File: config.mk
export PLATFORM = sky130hd
export DESIGN_NAME = mlaccel_qpi_host
export DESIGN_NICKNAME = d
export VERILOG_FILES = /design/src/rtl/mlaccel_qpi_host.sv
export SDC_FILE = /design/constraint.sdc
export NUM_CORES = 1
export LEC_CHECK = 0
export BUFFER_PORTS_ARGS = -buffer_cell sky130_fd_sc_hd__buf_2
export CAP_MARGIN = 20
export CORE_AREA = 2 2 60 62
export DETAILED_ROUTE_END_ITERATION = 6
export DIE_AREA = 0 0 62 64
export GPL_TIMING_DRIVEN = 0
export HOLD_SLACK_MARGIN = 0.12
export PLACE_DENSITY = 0.82
export SLEW_MARGIN = 10
export SYNTH_ARGS = -nofsm -noshare
export SYNTH_HDL_FRONTEND = slang
export SYNTH_SLANG_ARGS = --single-unit
File: constraint.sdc
create_clock -name clock -period 2.4 [get_ports clock]
set_input_delay 0.24 -clock clock [delete_from_list [all_inputs] [get_ports clock]]
set_output_delay 0.24 -clock clock [all_outputs]
set_load 0.05 [all_outputs]
File: src/rtl/mlaccel_qpi_host.sv
// QPI host: turns a byte-slot command stream into one csb-framed nibble-bus transaction.
// Optional MLACCEL_QPI_HOST_RDSYNC_EN adds a 2-flop synchronizer on qpi_io_di with later read sampling.
module mlaccel_qpi_host #(
   parameter int CLKDIV  = 4,
   parameter int CSB_GAP = 8
) (
   input  logic       clock,
   input  logic       reset,
   input  logic       cmd_valid,
   output logic       cmd_ready,
   input  logic [7:0] cmd_data,
   input  logic       cmd_read,
   input  logic       cmd_last,
   output logic       rsp_valid,
   output logic [7:0] rsp_data,
   output logic       busy,
   output logic       qpi_csb,
   output logic       qpi_clk,
   input  logic [3:0] qpi_io_di,
   output logic [3:0] qpi_io_do,
   output logic [3:0] qpi_io_oe
);
   localparam logic [2:0] S_IDLE = 3'd0;
   localparam logic [2:0] S_HI   = 3'd1;
   localparam logic [2:0] S_LO   = 3'd2;
   localparam logic [2:0] S_WAIT = 3'd3;
   localparam logic [2:0] S_GAP  = 3'd4;

   localparam int CMAX = (CLKDIV > CSB_GAP) ? CLKDIV : CSB_GAP;
   localparam int CW   = $clog2(CMAX + 1);

   logic [2:0]    state, state_nx;
   logic [CW-1:0] count;
   logic [7:0]    data_r;
   logic          read_r, last_r, hold_r;
   logic [3:0]    rd_hi;
   logic          hs, div_end, gap_end, rsp_block_nx, drive;

   // cmd valid/ready: a slot transfers on a clock edge where both are high; cmd_valid may wait
   // indefinitely while cmd_ready is low and the offered slot is neither consumed nor dropped.
   assign hs      = cmd_valid && cmd_ready;
   assign div_end = (count == CW'(CLKDIV - 1));
   assign gap_end = (count == CW'(CSB_GAP - 1));

   always_comb begin
      state_nx = state;
      case (state)
         S_IDLE:  if (hs) state_nx = S_HI;
         S_WAIT:  if (hs) state_nx = S_HI;
         S_HI:    if (div_end) state_nx = S_LO;
         S_LO:    if (div_end) state_nx = last_r ? S_GAP : S_WAIT;
         S_GAP:   if (gap_end) state_nx = S_IDLE;
         default: state_nx = S_IDLE;
      endcase
   end

`ifdef MLACCEL_QPI_HOST_RDSYNC_EN
   logic [3:0] di_s1, di_s2;
   logic [1:0] pend, pend_nx;

   // pend counts down the two extra cycles between the falling edge and the low-nibble sample
   always_comb begin
      pend_nx = pend;
      if (state == S_LO && div_end && read_r) pend_nx = 2'd2;
      else if (pend != 2'd0)                  pend_nx = pend - 2'd1;
   end
   assign rsp_block_nx = (pend_nx != 2'd0);
`else
   assign rsp_block_nx = 1'b0;
`endif

   always_ff @(posedge clock or posedge reset) begin
      if (reset) begin
         state     <= S_IDLE;
         count     <= '0;
         data_r    <= 8'h00;
         read_r    <= 1'b0;
         last_r    <= 1'b0;
         hold_r    <= 1'b0;
         rd_hi     <= 4'h0;
         cmd_ready <= 1'b0;
         rsp_valid <= 1'b0;
         rsp_data  <= 8'h00;
         qpi_csb   <= 1'b1;
         qpi_clk   <= 1'b0;
`ifdef MLACCEL_QPI_HOST_RDSYNC_EN
         di_s1     <= 4'h0;
         di_s2     <= 4'h0;
         pend      <= 2'd0;
`endif
      end else begin
         state     <= state_nx;
         hold_r    <= 1'b0;
         rsp_valid <= 1'b0;
         cmd_ready <= ((state_nx == S_IDLE) || (state_nx == S_WAIT)) && !rsp_block_nx;
         if (state_nx != state)
            count <= '0;
         else if (state == S_HI || state == S_LO || state == S_GAP)
            count <= count + CW'(1);
         if (hs) begin
            data_r  <= cmd_data;
            read_r  <= cmd_read;
            last_r  <= cmd_last;
            qpi_csb <= 1'b0;
         end
         if (state == S_HI && div_end) begin
            qpi_clk <= 1'b1;
`ifndef MLACCEL_QPI_HOST_RDSYNC_EN
            if (read_r) rd_hi <= qpi_io_di;
`endif
         end
         if (state == S_LO && div_end) begin
            qpi_clk <= 1'b0;
            hold_r  <= 1'b1;
            if (last_r) qpi_csb <= 1'b1;
`ifndef MLACCEL_QPI_HOST_RDSYNC_EN
            if (read_r) begin
               rsp_valid <= 1'b1;
               rsp_data  <= {rd_hi, qpi_io_di};
            end
`endif
         end
`ifdef MLACCEL_QPI_HOST_RDSYNC_EN
         di_s1 <= qpi_io_di;
         di_s2 <= di_s1;
         pend  <= pend_nx;
         if (state == S_LO && count == CW'(1) && read_r) rd_hi <= di_s2;
         if (pend == 2'd1) begin
            rsp_valid <= 1'b1;
            rsp_data  <= {rd_hi, di_s2};
         end
`endif
      end
   end

   // hold_r keeps the low nibble driven for one cycle past the falling edge
   assign drive     = (state == S_HI || state == S_LO || hold_r) && !read_r;
   assign qpi_io_oe = {4{drive}};
   assign qpi_io_do = (state == S_HI || (state == S_LO && count == '0)) ? data_r[7:4] : data_r[3:0];
   assign busy      = (state != S_IDLE);
endmodule

==> summary by stage <==
Floorplanning
The die extent in x is about 62 um. The height of the die is around 64 um. The die covers around 4000 um2. The row count is 21. The placeable core region is between 3000 and 4000 um2. The top-level I/O count is 38. The initial utilization of the core area, before any placement, comes to 0.507.

Min path
The min-delay analysis places its worst path in the category in2reg.

Drt
The count of nets left with antenna violations once routing finished came out at 0. The total number of vias is approximately 1300. Summed over all layers, the routed wires come to between 3 and 4 mm. In this run, the number of DRC markers left after iteration 0 of detailed routing was 61. For this run, the detailed router's first-pass iteration total came to 4. The average vias per placed instance is between 5 and 6.

The number of DRC violations after detailed routing is 0. The mean routed wirelength per cell is roughly 15 um.

Clock network
The tree is rooted in a sky130_fd_sc_hd__clkbuf_4. The H-tree generated during clock tree synthesis spans 2 levels. The number of clock buffers added by TritonCTS is 5. The count of clock tree sinks is 34. The clock slew seen by the registers of the worst setup and hold paths is approximately 110 ps. In this run the deepest clock path goes through 2 buffers. The clock latency of the later-clocked register in the worst-skew pair is about 340 ps.

TritonCTS built the clock tree. The number of setup buffers added after CTS is 0.

Synth
The cell area after synthesis is between 1500 and 2000 um2. Of the synthesized area, sequential elements account for 0.511. The count of state elements after synthesis is 34.

The gate count after technology mapping is 140. Averaged over all synthesized cells, the footprint is roughly 12 um2. Counting distinct cell types in the post-synthesis netlist gives ~40. Counting every net in the synthesized netlist gives 159. For this run, the number of Yosys warnings is 0.

Worst setup path
The required time at the endpoint of the critical path is between 2000 and 2500 ps. The delay of the slowest critical-path stage is 410 ps. Traced cell by cell, the critical path runs through buf_2, nor3_2, nand3_1, a21oi_4, mux2_2, buf_2. The library cell appearing most often on the critical path is sky130_fd_sc_hd__buf_2. At the worst endpoint, the arrival time is 2050 ps. Along the worst path, the maximum fanout reaches 10. The worst setup path is of the reg2out kind. The type of element capturing the critical path is an output port. The launching element type of the critical path is a flop. The number of buffer and inverter stages on the critical path is 2.

The family of cells with the greatest summed delay on the critical path is flip-flops. The cell type of the slowest stage on the worst timing path is sky130_fd_sc_hd__dfrtp_1.

Global route
In the global route stage, overall resource usage came out at 0.197. Summed over all layers, the global routing overflow is 0. The number of antenna violations at the first check in global routing is 0. The wire length of the first global-routing pass is just under 6 mm.

The pin count of the biggest net entering global routing is 21. The number of global-route vias before repair came to 1246.

STA
The setup TNS is 0 ps. Setup repair after global routing left no endpoint under its margin. The worst clock skew is ~8.0 ps. The measured slew at the worst slew-check pin is between 700 and 800 ps.

The number of hold violations in the final report came to 0. The minimum clock period after layout is roughly 2300 ps. The headroom to the max-slew limit is 0.479. Based on the critical path, the design can be clocked at up to 0.437 GHz. The count of final max-slew check failures is 0. The final setup violation count is 0. In the finished design, the share of the clock period the worst path needs comes to 0.954.

Layout
Of the cells placed in the final design, the portion with a size suffix greater than 1 is 0.481. The area added between synthesis and finish is 22.7%. The library cell used most frequently in the layout, excluding fill and tap cells, is sky130_fd_sc_hd__buf_2. The repair_antennas step left the layout with diodes totalling 0.

In the layout the commonest cells are 39 x sky130_fd_sc_hd__buf_2, 33 x sky130_fd_sc_hd__dfrtp_1, 26 x sky130_fd_sc_hd__mux2_2, 6 x sky130_fd_sc_hd__o21ai_0. In the final design database the tool counted slightly above 200 nets.

Placement
In this run the tool buffered the top-level ports with 37 buffer cells. The congestion estimate from routability-driven global placement came to between 0.7 and 0.8. The wire-length estimate of the detail-placed layout is 2.58 mm.

Outcome
The flow ran to the end, and the final reports show no timing, DRC or antenna violations.

Flow run
Max-cap violations in this run came to 0.
==> state kept, by name, indices dropped and copies added, names as in the netlist, 3 cells and up <==
name      flops
state         3
data_r        8
rd_hi         4
count         4
rsp_data      8
==> final cells by class <==
type,instances,area [um2]
multi-input combinational,89,743
tap,46,57.6
clock inverter,3,45.0
fill,272,1240
clock buffer,5,37.5
timing repair buffer,40,220
inverter,5,18.8
buffer,11,71.3
sequential,34,852
==> Yosys cell counts, drive strengths merged <==
cell | number | share of area
or3b | 2 | 0.011
mux2 | 26 | 0.18
xnor2 | 2 | 0.011
or4b | 1 | 0.0083
and4bb | 1 | 0.0075
nand4bb | 1 | 0.0068
nor3 | 3 | 0.0090
a221oi | 1 | 0.0053
a211o | 1 | 0.0053
buf | 8 | 0.035
nand3 | 4 | 0.012
nand2b | 1 | 0.0038
nor2 | 5 | 0.011
dfstp | 1 | 0.016
clkbuf | 4 | 0.0090
nor2b | 1 | 0.0038
dfrtp | 33 | 0.50
or4 | 1 | 0.0045
a21bo | 1 | 0.0060
and3b | 1 | 0.0060
a211oi | 2 | 0.0090
a22o | 1 | 0.0053
a21boi | 1 | 0.0045
nor4b | 1 | 0.0053
and3 | 2 | 0.0075
a21oi | 5 | 0.015
o21ai | 6 | 0.018
or3 | 3 | 0.011
mux2i | 1 | 0.0060
a41oi | 1 | 0.0053
nor3b | 2 | 0.0090
nand3b | 2 | 0.0090
o22ai | 1 | 0.0038
inv | 5 | 0.011
nand2 | 4 | 0.0090
o311ai | 1 | 0.0053
o21a | 2 | 0.0090
ha | 2 | 0.015
==> repair_timing <==
| action | in CTS | in global routing |
|---|---|---|
| resized for setup | 2 | 4 |
| hold buffers | 1 | 1 |
| endpoints found under the hold margin | 19 | 1 |
| setup endpoints to repair | 4 | 10 |
==> per-stage QoR <==
stage | cell area [um2] | std cells | worst slack (ps) | hold WS [ps] | utilization
2_1_floorplan | 1670 | 140 | 477 | 381 | -
3_3_place_gp | 1910 | 223 | 161 | 473 | 0.581
3_5_place_dp | 1920 | 224 | 94.2 | 422 | 0.586
4_1_cts | 2020 | 232 | 37.0 | 123 | 0.614
5_1_grt | 2050 | 233 | 20.2 | 124 | 0.623
6_report | 2050 | 233 | 110 | 130 | 0.623
==> worst paths after layout <==
kind                                          from                      end  slack, ps  cells past startpoint
max in group asynchronous                    reset        qpi_csb$_DFF_PP1_       1170                      4
setup reg to reg              count[1]$_DFFE_PP0P_     rd_hi[1]$_DFFE_PP0P_        180                      6
min in group asynchronous                    reset  rsp_data[5]$_DFFE_PP0P_        590                      3
setup / recovery              count[2]$_DFFE_PP0P_             qpi_io_do[2]        110                      6
hold / removal                         cmd_data[2]    data_r[2]$_DFFE_PP0P_        130                      2
hold reg to reg            rsp_data[1]$_DFFE_PP0P_  rsp_data[1]$_DFFE_PP0P_        510                      1
==> metal layers <==
| layer | wire length, um | vias up | track usage |
|---|---|---|---|
| met5 | 0 | - | 0 |
| met2 | 1910 | 40 | 0.323 |
| met4 | 23 | 0 | 0.0559 |
| li1 | - | 594 | - |
| met1 | 1400 | 646 | 0.250 |
| met3 | 173 | 2 | 0.0547 |
==> cell families (layout without fill, tap and decap cells) <==
family,after synthesis,in the layout,synth area share
xor+xnor,2,2,0.0105
flops,34,34,0.511
compound gates,23,23,0.0916
buf+inv,17,64,0.0556
fa+ha+maj,2,2,0.0150
simple gates,35,35,0.134
mux,27,27,0.182
Power is not shown: default switching activity piles up to over one toggle a cycle in this logic, so the estimate is an artifact.
